### src/rtl/uart_pkg.sv
// Shared UART constants and the receive controller state encoding.
// No ports; imported by the receive-side modules.
package uart_pkg;

    localparam int UART_CLK_DIV       = 434;   // 50 MHz / 115200 baud
    localparam int UART_BITS_PER_CHAR = 10;    // start + 8 data + stop
    localparam int UART_CHAR_CYCLES   = 4340;  // clocks per character
    localparam int RX_FIFO_DEPTH      = 16;

    typedef enum logic [1:0] {
        ST_IDLE      = 2'd0,  // FIFO empty
        ST_FILLING   = 2'd1,  // non-empty, idle counter running
        ST_TIMED_OUT = 2'd2   // non-empty, idle counter saturated
    } rx_state_t;

endpackage

### src/rtl/uart_rx_ctrl_if.sv
// Receiver-to-CPU bus for the receive controller.
// master: receiver/CPU side (drives bytes, read strobe, controls).
// slave : controller side (drives read data, status and irq).
interface uart_rx_ctrl_if #(
    parameter int AW = 4
);
    logic [7:0]  rx_data;
    logic        rx_received;
    logic        rx_en;
    logic        rd_strobe;
    logic [7:0]  rd_data;
    logic        rd_valid;
    logic [AW:0] count;
    logic        empty;
    logic        full;
    logic        overrun;
    logic        ovr_clr;
    logic        irq_en;
    logic        irq;

    modport master (
        output rx_data, rx_received, rx_en, rd_strobe, ovr_clr, irq_en,
        input  rd_data, rd_valid, count, empty, full, overrun, irq
    );

    modport slave (
        input  rx_data, rx_received, rx_en, rd_strobe, ovr_clr, irq_en,
        output rd_data, rd_valid, count, empty, full, overrun, irq
    );
endinterface

### src/rtl/uart_sync_fifo.sv
// Synchronous FIFO storage with registered count/empty/full.
// Ports: clk, rst (sync, active-low), wr_en/wr_data push, rd_en pop,
//        head = entry at the read pointer, count/count_next fill level,
//        empty, full.
// The caller only asserts wr_en when there is room (or a pop in the same
// cycle) and rd_en when non-empty; no qualification is done here.
module uart_sync_fifo #(
    parameter int DEPTH = 16,
    parameter int AW    = 4,
    parameter int DW    = 8
) (
    input  logic          clk,
    input  logic          rst,
    input  logic          wr_en,
    input  logic [DW-1:0] wr_data,
    input  logic          rd_en,
    output logic [DW-1:0] head,
    output logic [AW:0]   count,
    output logic [AW:0]   count_next,
    output logic          empty,
    output logic          full
);
    localparam logic [AW:0] FULL_LVL = (AW+1)'(DEPTH);

    logic [DW-1:0] mem [DEPTH];
    logic [AW-1:0] wr_ptr;
    logic [AW-1:0] rd_ptr;

    assign head = mem[rd_ptr];

    always_comb begin
        count_next = count + {{AW{1'b0}}, wr_en} - {{AW{1'b0}}, rd_en};
    end

    // Storage needs no reset: pointer reset discards the contents.
    always_ff @(posedge clk) begin
        if (wr_en)
            mem[wr_ptr] <= wr_data;
    end

    always_ff @(posedge clk) begin
        if (!rst) begin
            wr_ptr <= '0;
            rd_ptr <= '0;
            count  <= '0;
            empty  <= 1'b1;
            full   <= 1'b0;
        end else begin
            wr_ptr <= wr_ptr + AW'(wr_en);
            rd_ptr <= rd_ptr + AW'(rd_en);
            count  <= count_next;
            empty  <= (count_next == '0);
            full   <= (count_next == FULL_LVL);
        end
    end
endmodule

### src/rtl/uart_rx_ctrl.sv
// Receive-side controller: captures each byte reported by the receiver
// into a FIFO, serves CPU reads with a one-cycle valid pulse, tracks
// overrun and idle timeout, and raises a registered interrupt.
// Ports: clk, rst (sync, active-low), bus (slave modport) carrying
//        rx_data/rx_received/rx_en, rd_strobe/rd_data/rd_valid,
//        count/empty/full, overrun/ovr_clr, irq_en/irq.
module uart_rx_ctrl
    import uart_pkg::*;
#(
    parameter int DEPTH          = RX_FIFO_DEPTH,
    parameter int AW             = 4,
    parameter int IRQ_THRESH     = 8,
    parameter int TIMEOUT_CYCLES = 17360
) (
    input  logic          clk,
    input  logic          rst,
    uart_rx_ctrl_if.slave bus
);
    localparam logic [14:0] TMO = 15'(TIMEOUT_CYCLES);
    localparam logic [AW:0] THR = (AW+1)'(IRQ_THRESH);

    logic        rx_recv_d;
    logic        push_req;   // new byte offered by the receiver
    logic        wr;         // byte actually stored
    logic        pop;
    logic        ovr_set;
    logic        overrun_next;
    logic [7:0]  head;
    logic [AW:0] count_next;
    logic [14:0] tmo_cnt;
    logic        tmo_hit;
    rx_state_t   state_q, state_next;

    // Rising edge of the byte-done flag; a long level gives one push.
    assign push_req = bus.rx_received & ~rx_recv_d & bus.rx_en;
    assign pop      = bus.rd_strobe & ~bus.empty;
    // When full, a same-cycle pop frees the slot being written.
    assign wr       = push_req & (~bus.full | pop);
    assign ovr_set  = push_req & bus.full & ~pop;
    // Set wins over a simultaneous clear.
    assign overrun_next = ovr_set | (bus.overrun & ~bus.ovr_clr);
    assign tmo_hit  = (tmo_cnt == TMO);

    uart_sync_fifo #(
        .DEPTH (DEPTH),
        .AW    (AW),
        .DW    (8)
    ) u_fifo (
        .clk        (clk),
        .rst        (rst),
        .wr_en      (wr),
        .wr_data    (bus.rx_data),
        .rd_en      (pop),
        .head       (head),
        .count      (bus.count),
        .count_next (count_next),
        .empty      (bus.empty),
        .full       (bus.full)
    );

    always_ff @(posedge clk) begin
        if (!rst) begin
            rx_recv_d    <= 1'b0;
            bus.rd_data  <= 8'h00;
            bus.rd_valid <= 1'b0;
            bus.overrun  <= 1'b0;
            bus.irq      <= 1'b0;
            tmo_cnt      <= '0;
        end else begin
            rx_recv_d    <= bus.rx_received;
            bus.rd_valid <= pop;
            if (pop)
                bus.rd_data <= head;
            bus.overrun  <= overrun_next;
            bus.irq      <= bus.irq_en & ((count_next >= THR) | tmo_hit | overrun_next);
            if (push_req || pop || bus.empty)
                tmo_cnt <= '0;
            else if (!tmo_hit)
                tmo_cnt <= tmo_cnt + 15'd1;
        end
    end

    always_ff @(posedge clk) begin
        if (!rst)
            state_q <= ST_IDLE;
        else
            state_q <= state_next;
    end

    always_comb begin
        state_next = state_q;
        case (state_q)
            ST_IDLE:      if (wr) state_next = ST_FILLING;
            ST_FILLING:   if (tmo_hit) state_next = ST_TIMED_OUT;
            ST_TIMED_OUT: if (push_req || pop) state_next = ST_FILLING;
            default:      state_next = ST_IDLE;
        endcase
        if (count_next == '0)
            state_next = ST_IDLE;
    end
endmodule

### src/flat_wrapper.sv
// flat-port wrapper written by rule: the top's interface ports become plain ports
module uart_rx_ctrl_flat import uart_pkg::*;
#(
    parameter int DEPTH          = RX_FIFO_DEPTH,
    parameter int AW             = 4,
    parameter int IRQ_THRESH     = 8,
    parameter int TIMEOUT_CYCLES = 17360
)
  (clk, rst, bus_rx_data, bus_rx_received, bus_rx_en, bus_rd_strobe, bus_ovr_clr, bus_irq_en, bus_rd_data, bus_rd_valid, bus_count, bus_empty, bus_full, bus_overrun, bus_irq);
  uart_rx_ctrl_if #(.AW(AW)) bus_i ();
  input  logic clk;
  input  logic rst;
  input wire logic [$bits(bus_i.rx_data)-1:0] bus_rx_data;
  input wire logic [$bits(bus_i.rx_received)-1:0] bus_rx_received;
  input wire logic [$bits(bus_i.rx_en)-1:0] bus_rx_en;
  input wire logic [$bits(bus_i.rd_strobe)-1:0] bus_rd_strobe;
  input wire logic [$bits(bus_i.ovr_clr)-1:0] bus_ovr_clr;
  input wire logic [$bits(bus_i.irq_en)-1:0] bus_irq_en;
  output wire logic [$bits(bus_i.rd_data)-1:0] bus_rd_data;
  output wire logic [$bits(bus_i.rd_valid)-1:0] bus_rd_valid;
  output wire logic [$bits(bus_i.count)-1:0] bus_count;
  output wire logic [$bits(bus_i.empty)-1:0] bus_empty;
  output wire logic [$bits(bus_i.full)-1:0] bus_full;
  output wire logic [$bits(bus_i.overrun)-1:0] bus_overrun;
  output wire logic [$bits(bus_i.irq)-1:0] bus_irq;
  assign bus_i.rx_data = bus_rx_data;
  assign bus_i.rx_received = bus_rx_received;
  assign bus_i.rx_en = bus_rx_en;
  assign bus_i.rd_strobe = bus_rd_strobe;
  assign bus_i.ovr_clr = bus_ovr_clr;
  assign bus_i.irq_en = bus_irq_en;
  assign bus_rd_data = bus_i.rd_data;
  assign bus_rd_valid = bus_i.rd_valid;
  assign bus_count = bus_i.count;
  assign bus_empty = bus_i.empty;
  assign bus_full = bus_i.full;
  assign bus_overrun = bus_i.overrun;
  assign bus_irq = bus_i.irq;
  uart_rx_ctrl #(.DEPTH(DEPTH), .AW(AW), .IRQ_THRESH(IRQ_THRESH), .TIMEOUT_CYCLES(TIMEOUT_CYCLES)) u_core (.clk(clk), .rst(rst), .bus(bus_i));
endmodule
### config.mk
export PLATFORM = sky130hd
export DESIGN_NAME = uart_rx_ctrl_flat
export DESIGN_NICKNAME = d
export VERILOG_FILES = /design/src/rtl/uart_pkg.sv /design/src/rtl/uart_rx_ctrl_if.sv /design/src/rtl/uart_sync_fifo.sv /design/src/rtl/uart_rx_ctrl.sv /design/src/flat_wrapper.sv
export SDC_FILE = /design/constraint.sdc
export NUM_CORES = 1
export LEC_CHECK = 0
export CORE_UTILIZATION = 45
export DETAILED_ROUTE_END_ITERATION = 6
export GPL_TIMING_DRIVEN = 0
export HOLD_SLACK_MARGIN = 0.05
export PLACE_DENSITY_LB_ADDON = 0.12
export SYNTH_ARGS = -nofsm -noshare
export SYNTH_HDL_FRONTEND = slang
export SYNTH_SLANG_ARGS = --single-unit
### constraint.sdc
create_clock -name clk -period 2.5 [get_ports clk]
set_input_delay 0.5 -clock clk [delete_from_list [all_inputs] [get_ports clk]]
set_output_delay 0.5 -clock clk [all_outputs]
set_load 0.01 [all_outputs]
=== Yosys cells after proc, flatten, opt, wreduce, memory -nomap -nowiden ===
Memory sizes are Yosys's and may differ from the RTL's. A register that Yosys moved wholly into a read port is not among the register bits.
Index checks and enable logic that the tools add are counted.

* Multiply operators: 0
* Eq/ne operators: 2
* Bitwise gates (word level): 18
* $add $sub $neg: 5
* Divide/modulo/power cells: 0
* Reduce and logical (&&, ||, !) cells: 5
* Shifts and indexed selects: 0
* Multiplexer cells: 2
* $lt $le $gt $ge: 1

{| class="wikitable"
|+ Operators with widths
! kind !! number
|-
| $add A15 B1 Y15 const B || 1
|-
| $eq A15 B15 Y1 const B || 1
|-
| $add A4 B1 Y4 || 2
|-
| $and A1 B1 Y1 || 8
|-
| $not A1 Y1 || 6
|-
| $add A5 B1 Y5 || 1
|-
| $eq A5 B5 Y1 const B || 1
|-
| $ge A5 B4 Y1 const B || 1
|-
| $logic_not A5 Y1 || 1
|-
| $sub A5 B1 Y5 || 1
|-
| $or A1 B1 Y1 || 4
|-
| $logic_or A1 B1 Y1 || 2
|-
| $mux W1 || 2
|-
| $reduce_or A2 Y1 || 1
|-
| $logic_not A1 Y1 || 1
|}

* Input port bits: 15
* Memories: 1
* Word-level logic and storage cells: 44
* Bits in writable memories: 128
* Memory bits (read-only): 0
* Flip-flop bits (word level): 34
* Latch bits: 0
* Output and inout bits: 18

{| class="wikitable"
|+ Memory list
! name !! depth !! bits a word !! rd ports !! clocked after Yosys merged registers in !! wr ports !! line !! text
|-
| u_core.u_fifo.mem || 16 || 8 || 1 || 1 || 1 || uart_sync_fifo.sv:25 || <nowiki>logic [DW-1:0] mem [DEPTH];</nowiki>
|}

=== Logic depth before layout (Yosys ltp) ===
* Word-level depth: 10
* Gate-level depth with buffers: 10
* Gate-level depth less buffers: 10

=== Hierarchy ===
From an unflattened synthesis, not the netlist that was laid out.

* Cells, all modules: 425
* Area total of the unflattened synthesis: 6922.9 um^2

{| class="wikitable"
|+ Modules (own cells, without submodules)
! module !! area each (um^2) !! cells an instance !! sequential area each (um^2) !! instances
|-
| uart_sync_fifo || 5671.7 || 285 || 4144.0 || 1
|-
| uart_rx_ctrl || 1251.2 || 140 || 540.5 || 1
|}

=== Least setup slack after synthesis ===
Ideal clock, no wire load.

* Path kind: input to register
* Start point: input port bus_rd_strobe
* End point: register u_core.bus.irq
* Data required time: 2.378 ns
* Stages on the path: 10
* Slack: 0.096 ns
* Arrival time: 2.283 ns
* Setup time: 0.122 ns
* Buffers on the path: 0
* Cell sequence: nand2b_1 nand2_1 nand2_1 inv_1 ha_1 fa_1 a21o_1 a21oi_1 xnor2_1 o311a_1

* Word-level cells in the longest chain between the ends: 9
* Elaborated cells between the ends (all ways): 12
* Those cells by class: add/sub: 2; order compare: 1; bitwise: 9

{| class="wikitable"
|+ RTL lines
! what !! line !! text
|-
| from (decl) || flat_wrapper.sv:16 || <nowiki>input wire logic [$bits(bus_i.rd_strobe)-1:0] bus_rd_strobe;</nowiki>
|-
| $and A1 B1 Y1 * || uart_rx_ctrl.sv:36 || <nowiki>assign pop = bus.rd_strobe & ~bus.empty;</nowiki>
|-
| $or A1 B1 Y1 || uart_rx_ctrl.sv:38 || <nowiki>assign wr = push_req & (~bus.full | pop);</nowiki>
|-
| $and A1 B1 Y1 || uart_rx_ctrl.sv:38 ||
|-
| $add A5 B1 Y5 || uart_sync_fifo.sv:32 || <nowiki>count_next = count + {{AW{1'b0}}, wr_en} - {{AW{1'b0}}, rd_en};</nowiki>
|-
| $sub A5 B1 Y5 || uart_sync_fifo.sv:32 ||
|-
| $ge A5 B4 Y1 || uart_rx_ctrl.sv:75 || <nowiki>bus.irq <= bus.irq_en & ((count_next >= THR) | tmo_hit | overrun_next);</nowiki>
|-
| $or A1 B1 Y1 || uart_rx_ctrl.sv:75 ||
|-
| $or A1 B1 Y1 * || uart_rx_ctrl.sv:75 ||
|-
| $and A1 B1 Y1 * || uart_rx_ctrl.sv:75 ||
|-
| to (signal assigned) || uart_rx_ctrl.sv:75 ||
|-
| to (decl) || uart_rx_ctrl_if.sv:28 || <nowiki>output rd_data, rd_valid, count, empty, full, overrun, irq</nowiki>
|}

Every way passes the cells marked *; elsewhere a longest branch is shown, timed or not.
A chain may end at the register's enable or synchronous reset.

=== Final worst setup path ===
* Start point: input port bus_rx_received
* End point: register u_core.u_fifo.full

* Word-level cells in the longest chain between the ends: 6

{| class="wikitable"
|+ RTL lines
! what !! line !! text
|-
| from (decl) || flat_wrapper.sv:14 || <nowiki>input wire logic [$bits(bus_i.rx_received)-1:0] bus_rx_received;</nowiki>
|-
| $and A1 B1 Y1 (2 in a row) || uart_rx_ctrl.sv:35 || <nowiki>assign push_req = bus.rx_received & ~rx_recv_d & bus.rx_en;</nowiki>
|-
| $and A1 B1 Y1 || uart_rx_ctrl.sv:38 ||
|-
| $add A5 B1 Y5 || uart_sync_fifo.sv:32 ||
|-
| $sub A5 B1 Y5 || uart_sync_fifo.sv:32 ||
|-
| named net u_core.count_next[1] || uart_rx_ctrl.sv:29 || <nowiki>logic [AW:0] count_next;</nowiki>
|-
| $eq A5 B5 Y1 || uart_sync_fifo.sv:53 || <nowiki>full <= (count_next == FULL_LVL);</nowiki>
|-
| to (signal assigned) || uart_sync_fifo.sv:53 ||
|-
| to (decl) || uart_sync_fifo.sv:21 || <nowiki>output logic full</nowiki>
|}

The timed path passes the listed nets, and every way through them passes these cells.

==> flow_summary.json <==
{
  "dp_hpwl_mm": 8.74,
  "finalWeightedCongestion": 0.743,
  "clkSlewWorstSetupHoldPaths_ns": 0.06,
  "synth_top_family_by_area": "multiplexers",
  "ys_seq_area_frac": 0.692,
  "drive_above_1_share": 0.200,
  "reg2reg_depth": 9,
  "drt-met1-wl_mm": 5.69,
  "rr_endpoint": "u_core.u_fifo.full",
  "placed_cell_area_sq_mm": 0.00739,
  "dr_wl_met2_mm": 6.53,
  "synth-edff-count": 128,
  "r2r-start": "u_core.u_fifo.empty",
  "fp.coreArea_sq_mm": 0.0146,
  "ys_ff_latch": 170,
  "synth_common_cells": "128 x edfxtp_1, 42 x dfxtp_1, 30 x mux4_2",
  "tns_ns": 0,
  "max_stage_delay_ns": 0.46,
  "crit_chain": "clkdlybuf4s50_1 -> and3b_1 -> nand2_2 -> inv_2 -> ha_2 -> fa_1 -> or3_1 -> nor4bb_2",
  "synth_area_sq_mm": 0.00677,
  "synth_xor_area_frac": 0.0233,
  "synth-compound-area-share": 0.0289,
  "final_area_sq_mm": 0.00802,
  "synthMostInstantiatedCell": "edfxtp_1",
  "chipHeight_um": 125,
  "ant_nets": 0,
  "layout.nets": 489,
  "synth-main-ff-cell": "edfxtp_1",
  "slew_viol_final": 0,
  "syn-num-nets": 434,
  "overflow": 0,
  "vias": 3578,
  "outcome": "finished clean",
  "clock_latency_ns": 0.42,
  "first_iter_violations": 242,
  "crit_required_ns": 2.82,
  "n_fill_cell": 1134,
  "dr.max_layer_used": "met4",
  "muxShareOfSynthArea": 0.131,
  "ir_worst_vdd_mv": 0.591,
  "fp.dieArea_sq_mm": 0.0155,
  "async_reset_ff_frac": 0,
  "postCtsHoldBufs": 0,
  "end_kind": "flop",
  "slew_headroom": 0.325,
  "gr-usage-all-layers": 0.184,
  "via_per_inst": 5.42,
  "fmax_ghz": 0.415,
  "tritoncts": "done",
  "synth_top_cell_area_share": 0.568,
  "crit_buf_inv": 2,
  "cp.depth": 8,
  "critPathLaunchType": "input port",
  "met3RoutedLength_um": 756,
  "grt_pass1_wl_mm": 20.8,
  "drtPass1Iterations": 4,
  "drc": 0,
  "initial_utilization": 0.464,
  "avgSynthCellArea_sq_um": 16.5,
  "antenna_found_initial": 0,
  "crit_type": "in -> reg",
  "critical_path.top_delay_family": "simple AND/OR/NAND/NOR gates",
  "wirelength_mm": 13.2,
  "reg2reg_slack_ns": 0.15,
  "fin_crit_ns": 2.41,
  "io_buffers": 32,
  "power_mw": 6.88,
  "worst_pin_slew_ns": 1.01,
  "cts.sinks": 170,
  "htree_num_levels": 4,
  "clock_skew_ns": 0.00501,
  "syn_to_final_growth_pct": 18.5,
  "grt_max_degree": 17,
  "arrival_ns": 2.73,
  "slowest_stage": "clkdlybuf4s50_1",
  "diodes": 0,
  "synthTopCellsByArea": "edfxtp_1 57%, dfxtp_1 12%, mux4_2 10%",
  "io_pins": 33,
  "grt_pass1_vias": 3732,
  "std_cell_rows": 44,
  "wl_per_cell_um": 20.0,
  "worstHoldStart": "u_core.bus.rd_data[1]",
  "startpoint": "bus_rx_received",
  "ctsLongestPathBuffers": 2,
  "power.leakage_nw": 2.63,
  "yosysTopAreaCell": "edfxtp_1",
  "cts_buffers": 17,
  "cts_root_buf": "clkbuf_16",
  "powerDensity_mw_per_mm2": 858,
  "maxCapViolations": 0,
  "hold_viol_final": 0,
  "setup_viol_count_final": 0,
  "synthCells": 409,
  "cp_max_fo": 5,
  "ys_types": 44,
  "min_path_type": "reg -> reg",
  "crit_path_end": "u_core.u_fifo.full",
  "synthSimpleGateAreaFrac": 0.0867,
  "yosys.area_share.adder": 0.0196,
  "post-route-period-util": 0.963,
  "yosysWarningCount": 0,
  "die-width_um": 125
}
## placed cells by master (no fill, tap or decap), drive strengths merged, types with 11 or more instances in the layout
cell,count
mux2i,12
nor2,21
clkbuf,32
edfxtp,128
nand2,15
xor2,11
buf,15
mux4,30
and2,20
dfxtp,42
clkdlybuf4s50,31
## state kept, by name, indices dropped and copies added, names as in the netlist
register,cells
u_core.u_fifo.rd_ptr,4
u_core.tmo_cnt,15
u_core.u_fifo.count,5
u_core.bus.rd_data,8
u_core.u_fifo.empty,1
u_core.bus.irq,1
u_core.u_fifo.wr_ptr,4
u_core.u_fifo.mem,128
u_core.rx_recv_d,1
u_core.u_fifo.full,1
u_core.bus.rd_valid,1
u_core.bus.overrun,1
## report_power, final
| group | switching (mW) | leakage (nW) | internal (mW) |
|---|---|---|---|
| registers | 0.0686 | 1.49 | 3.14 |
| logic | 0.513 | 0.840 | 0.565 |
| clock network | 0.988 | 0.296 | 1.61 |
## metal layers
layer  global-route usage  up-vias
met1                0.234     1778
met5                    0        -
met4               0.0716        0
met3               0.0515       19
li1                     -     1692
met2                0.298       89
## how the worst min path moves through the flow
stage	end	depth (start not counted)
final	u_core.bus.rd_data[1]	2
after floorplan	u_core.tmo_cnt[14]	2
after global routing	u_core.bus.rd_data[6]	2
after global placement	u_core.tmo_cnt[14]	2
after detailed placement	u_core.bus.rd_data[1]	2
after CTS	u_core.tmo_cnt[14]	2
## logic make-up after synthesis
logic type | after synthesis
multiplexers | 50
AO/OA/AOI/OAI | 30
flip-flops | 170
AND/OR/NAND/NOR | 104
XOR/XNOR | 18
adder cells (fa/ha/maj) | 10
buffers and inverters | 27
## repair_timing
item                                    in CTS  in global routing
pin swaps                                    3                  0
endpoints found under the setup margin     100                 12
gates resized for setup                      4                  5
buffers inserted                             1                  0
## worst min-delay path, delay by kind of cell (launching register included)
family         cells  cell delay (ns)
flip-flops         1             0.32
AO/OA/AOI/OAI      2             0.13
## layout make-up
class / instances / area, sq um / area share
Buffer: 19 / 92.6 / 0.0115
Timing Repair Buffer: 37 / 357 / 0.0445
Sequential cell: 170 / 4680 / 0.584
Clock buffer: 23 / 508 / 0.0633
Tap cell: 184 / 230 / 0.0287
Multi-Input combinational cell: 212 / 2030 / 0.253
Inverter: 7 / 26.3 / 0.00328
Clock inverter: 8 / 90.1 / 0.0112
## per-stage QoR
| stage | util | cells | setup slack [ns] | hold WS (ns) |
|---|---|---|---|---|
| 2_1_floorplan | - | 409 | 0.0958 | 0.453 |
| 3_3_place_gp | 0.501 | 625 | -1.22 | 0.472 |
| 3_5_place_dp | 0.506 | 629 | -0.849 | 0.482 |
| 4_1_cts | 0.549 | 661 | 0.0434 | 0.491 |
| 5_1_grt | 0.550 | 660 | -0.00831 | 0.509 |
| 6_report | 0.550 | 660 | 0.0926 | 0.489 |
No activity file was read; power rests on OpenSTA's default activity.
